$ cat config.mk
export PLATFORM = sky130hd
export DESIGN_NAME = song_sequencer
export DESIGN_NICKNAME = d
export VERILOG_FILES = /design/src/rtl/song_sequencer.sv
export SDC_FILE = /design/constraint.sdc
export NUM_CORES = 1
export LEC_CHECK = 0
export CORE_MARGIN = 2
export CORE_UTILIZATION = 40
export CTS_CLUSTER_SIZE = 14
export DETAILED_ROUTE_END_ITERATION = 6
export PLACE_DENSITY_LB_ADDON = 0.2
export SETUP_SLACK_MARGIN = 0.05
export SKIP_CTS_REPAIR_TIMING = 1
export SYNTH_ARGS = -nofsm -noshare
export SYNTH_HDL_FRONTEND = slang
export SYNTH_SLANG_ARGS = --single-unit
$ cat constraint.sdc
create_clock -name clk -period 6.25 [get_ports clk]
set_input_delay 0.625 -clock clk [delete_from_list [all_inputs] [get_ports clk]]
set_output_delay 0.625 -clock clk [all_outputs]
set_load 0.03 [all_outputs]
$ cat src/rtl/song_sequencer.sv
// Song player: fetches packed {duration,tone} words from a synchronous ROM and
// holds each tone for duration*TICK_DIV clocks, with start/stop/pause/loop control.
module song_sequencer #(
  parameter int ADDR_W   = 8,
  parameter int DUR_W    = 4,
  parameter int TONE_W   = 4,
  parameter int TICK_DIV = 1024
) (
  input  logic                    clk,
  input  logic                    rst,
  input  logic                    start,
  input  logic                    stop,
  input  logic                    pause,
  input  logic                    loop_en,
  input  logic [ADDR_W-1:0]       song_base,
  output logic [ADDR_W-1:0]       mem_addr,
  input  logic [DUR_W+TONE_W-1:0] mem_data,
  output logic [TONE_W-1:0]       tone_out,
  output logic                    note_change,
  output logic                    busy,
  output logic                    done
);

  localparam int PRE_W = (TICK_DIV > 1) ? $clog2(TICK_DIV) : 1;
  localparam logic [PRE_W-1:0] PRE_MAX = PRE_W'(TICK_DIV - 1);

  typedef enum logic [1:0] {IDLE, FETCH, LOAD, PLAY} state_t;

  state_t              state_q;
  logic [ADDR_W-1:0]   addr_q;
  logic [ADDR_W-1:0]   base_q;
  logic [TONE_W-1:0]   tone_q;
  logic [DUR_W-1:0]    dur_q;
  logic [PRE_W-1:0]    pre_q;
  logic                nc_q;
  logic                busy_q;
  logic                done_q;

  logic [DUR_W-1:0]    rd_dur;
  logic [TONE_W-1:0]   rd_tone;
  logic [ADDR_W-1:0]   addr_inc_d;

  assign rd_dur     = mem_data[DUR_W+TONE_W-1:TONE_W];
  assign rd_tone    = mem_data[TONE_W-1:0];
  // Natural ADDR_W overflow gives the wrap for songs without an end marker.
  assign addr_inc_d = addr_q + 1'b1;

  always_ff @(posedge clk or posedge rst) begin
    if (rst) begin
      state_q <= IDLE;
      addr_q  <= '0;
      base_q  <= '0;
      tone_q  <= '0;
      dur_q   <= '0;
      pre_q   <= '0;
      nc_q    <= 1'b0;
      busy_q  <= 1'b0;
      done_q  <= 1'b0;
    end else begin
      nc_q   <= 1'b0;
      done_q <= 1'b0;
      if (stop) begin
        state_q <= IDLE;
        tone_q  <= '0;
        busy_q  <= 1'b0;
      end else begin
        case (state_q)
          IDLE: begin
            if (start) begin
              base_q  <= song_base;
              addr_q  <= song_base;
              busy_q  <= 1'b1;
              state_q <= FETCH;
            end
          end
          FETCH: state_q <= LOAD;
          LOAD: begin
            // Old tone stays on tone_out through FETCH/LOAD so notes join seamlessly.
            if (rd_dur != '0) begin
              tone_q  <= rd_tone;
              nc_q    <= 1'b1;
              dur_q   <= rd_dur;
              pre_q   <= '0;
              state_q <= PLAY;
            end else if (loop_en) begin
              addr_q  <= base_q;
              state_q <= FETCH;
            end else begin
              tone_q  <= '0;
              done_q  <= 1'b1;
              busy_q  <= 1'b0;
              state_q <= IDLE;
            end
          end
          PLAY: begin
            if (!pause) begin
              if (pre_q == PRE_MAX) begin
                pre_q <= '0;
                dur_q <= dur_q - 1'b1;
                if (dur_q == 1) begin
                  addr_q  <= addr_inc_d;
                  state_q <= FETCH;
                end
              end else begin
                pre_q <= pre_q + 1'b1;
              end
            end
          end
          default: state_q <= IDLE;
        endcase
      end
    end
  end

  assign mem_addr    = addr_q;
  assign tone_out    = tone_q;
  assign note_change = nc_q;
  assign busy        = busy_q;
  assign done        = done_q;

endmodule
==> run_results.csv <==
group,metric,value,unit
power_and_ir_drop,power,840,uW
layout,fin_area,2700,sq um
setup_path,slowest_stage,"nor4_1",
clock_tree,cts_buffer_depth,2,
clock_tree,clkLatencyLatePin,0.29,ns
synthesis,synth_area_per_cell,9.76,sq um
place,dp_hpwl,3.22,mm
place,place_congestion,0.751,
drt,wl_per_cell,13.6,microns
synthesis,synthCells,224,
clock_tree,path_clk_slew,0.08,ns
drt,ant_nets,0,
layout,drive_gt1_share,10.6,%
synthesis,ys_seq_area_share,44.6,%
drt,firstDrtPassIters,4,
setup_path,crit_chain,"clkdlybuf4s50_1 > nor4_1 > a31oi_1 > a211oi_4 > nand2_1 > a22o_2",
setup_path,worstPathArrival,3.14,ns
drt,vias_per_cell,5.32,
setup_path,crit_family,"compound AO/OA/AOI/OAI gates",
layout,finalNetCount,293,
setup_path,worstSetupPathType,"primary input to register",
synthesis,synth_edf_count,0,
global_route,grt_pass1_wl,7.82,mm
timing,maxSlewViolCount,0,
timing,fmax,0.338,GHz
power_and_ir_drop,p_leak,1.10,nW
timing,max-slew-margin-rel,35.6,%
power_and_ir_drop,peakVddDrop,0.000121,V
setup_path,path_max_fanout,16,
global_route,first_global_vias,1638,
clock_tree,cts_sinks,39,
worst_hold_path,hp-class,"register to register",
setup_path,startpoint_type,"primary input",
synthesis,synthFlopType,"dfrtp_1",
clock_tree,cts_root_buf,"clkbuf_8",
drt,drtIter0Drc,81,
global_route,grt_usage,16.2,%
global_route,antenna_found_initial,0,
layout,diodes,0,
floorplan,rows,26,
setup_path,max_stage_delay,0.85,ns
timing,finalCriticalPeriod,2.96,ns
floorplan,die_w,77.9,microns
status,outcome,"completed",
setup_path,crit_required,6.43,ns
job,max_cap_viol_count,0,
setup_path,critPathBufInv,1,
timing,tightest_slew,0.957,ns
global_route,grt-ovfl-total,0,
clock_tree,cts_max_level,2,
drt,wl,4.53,mm
synthesis,synth.distinct_cells,49,
layout,area_growth_syn_to_layout,23.5,%
floorplan,io_pins,37,
timing,final.period_utilization,47.4,%
timing,rsz0062_at_grt,"false",
floorplan,coreArea,5200,sq um
global_route,grt_max_degree,40,
setup_path,end_kind,"register",
drt,drc,0,
floorplan,die_area,6080,sq um
timing,fin_skew,0.00619,ns
place,portBuffers,36,
timing,hold_viol,0,
synthesis,yosysWarnings,0,
clock_tree,cts_made_buffers,5,
timing,setup_viol,0,
power_and_ir_drop,powerDensity,311,nW/um^2
timing,fin_setup_tns,0,ns
synthesis,synth_seq_cells,39,
synthesis,syn-num-nets,255,
floorplan,die_h,77.9,microns
synthesis,async_reset_ff_share,100,%
drt,vias,1772,
floorplan,start_util,42.0,%
synthesis,synth_area,2190,sq um
clock_tree,cts_tree,"yes",
place,dpl_cell_area,2590,sq um
-- synth_stat cells, types with 3 or more instances --
library cell   n  share of area (%)
dfrtp_1       39                 45
nand2_1       28                4.8
nor2_1        19                3.3
o21ai_0       13                3.0
ha_1           9                5.1
mux2_2         9                4.6
a21oi_1        8                1.8
a22oi_1        8                2.7
nand3_1        8                1.8
nor3_1         8                1.8
a31oi_1        7                2.0
inv_1          7                1.2
o31ai_1        6                2.1
buf_6          4                2.1
a22o_1         3                1.2
clkbuf_1       3               0.51
mux2i_1        3                1.4
nor4_1         3               0.86
-- final cells by class --
type | instances | area (sq um)
flip-flops and latches | 39 | 976
inverters | 7 | 26.3
clock buffers | 5 | 68.8
multi-input cells | 169 | 1110
repair buffers | 40 | 390
fillers | 499 | 2500
well taps | 70 | 87.6
clock inverters | 3 | 43.8
-- logic make-up (layout without fill, tap and decap cells) --
kind of cell	after synthesis	count (layout)	share of synthesized area, %
simple gates	85	85	18.9
compound gates	60	60	19.5
flops	39	39	44.6
buf+inv	16	55	4.69
mux	12	12	6.01
fa+ha+maj	9	9	5.15
xor+xnor	3	3	1.20
-- registers in the layout, summed over array words and instances, names as in the netlist --
register	flops
done	1
dur_q	4
base_q	8
mem_addr	8
note_change	1
busy	1
pre_q	10
state_q	2
tone_out	4
-- metal layers --
| metal | part of all wire (%) | up-vias | track usage [%] |
|---|---|---|---|
| met5 | 0 | - | 0 |
| met2 | 45 | 33 | 24.3 |
| met1 | 48 | 833 | 22.0 |
| met4 | 1.5 | 0 | 6.14 |
| li1 | - | 900 | - |
| met3 | 5.4 | 6 | 5.12 |
-- final timing paths --
path	startpoint	endpoint	slack [ns]	cells past startpoint
worst max-delay path	mem_data[4]	mem_addr[6]	3.29	6
max in group asynchronous	rst	dur_q[1]	5.16	3
worst min register to register	pre_q[9]	pre_q[9]	0.49	1
min in group asynchronous	rst	pre_q[7]	0.75	3
worst max register to register	state_q[0]	pre_q[7]	3.56	6
worst min-delay path	pre_q[9]	pre_q[9]	0.49	1
-- power by group --
part	switching [mW]	internal, mW
Combinational	0.131	0.122
Clock	0.0904	0.119
Sequential	0.0648	0.313
-- through the flow --
stage / hold WS, ns / util, % / setup slack [ns] / std cells
after floorplan: 0.445 / - / 3.82 / 224
after global placement: 0.483 / 49.7 / 3.14 / 325
after detailed placement: 0.480 / 49.7 / 3.03 / 325
after CTS: 0.491 / 51.9 / 3.30 / 333
after global routing: 0.524 / 51.9 / 3.01 / 333
final: 0.491 / 51.9 / 3.29 / 333
-- cells in the final DEF (no fill, tap or decap), types with 3 or more instances in the layout --
cell type        Yosys  routed
clkbuf_8             0       5
mux2i_1              3       3
clkdlybuf4s50_1      0      36
ha_1                 9       9
a31oi_1              7       7
inv_1                7       7
nand3_1              8       8
buf_4                1       4
mux2_2               9       9
dfrtp_1             39      39
nor4_1               3       3
nor3_1               8       8
o31ai_1              6       6
nand2_1             28      28
a21oi_1              8       8
o21ai_0             13      13
a22o_1               3       3
a22oi_1              8       8
nor2_1              19      19
Note: power is estimated with default switching activity, not from simulation.
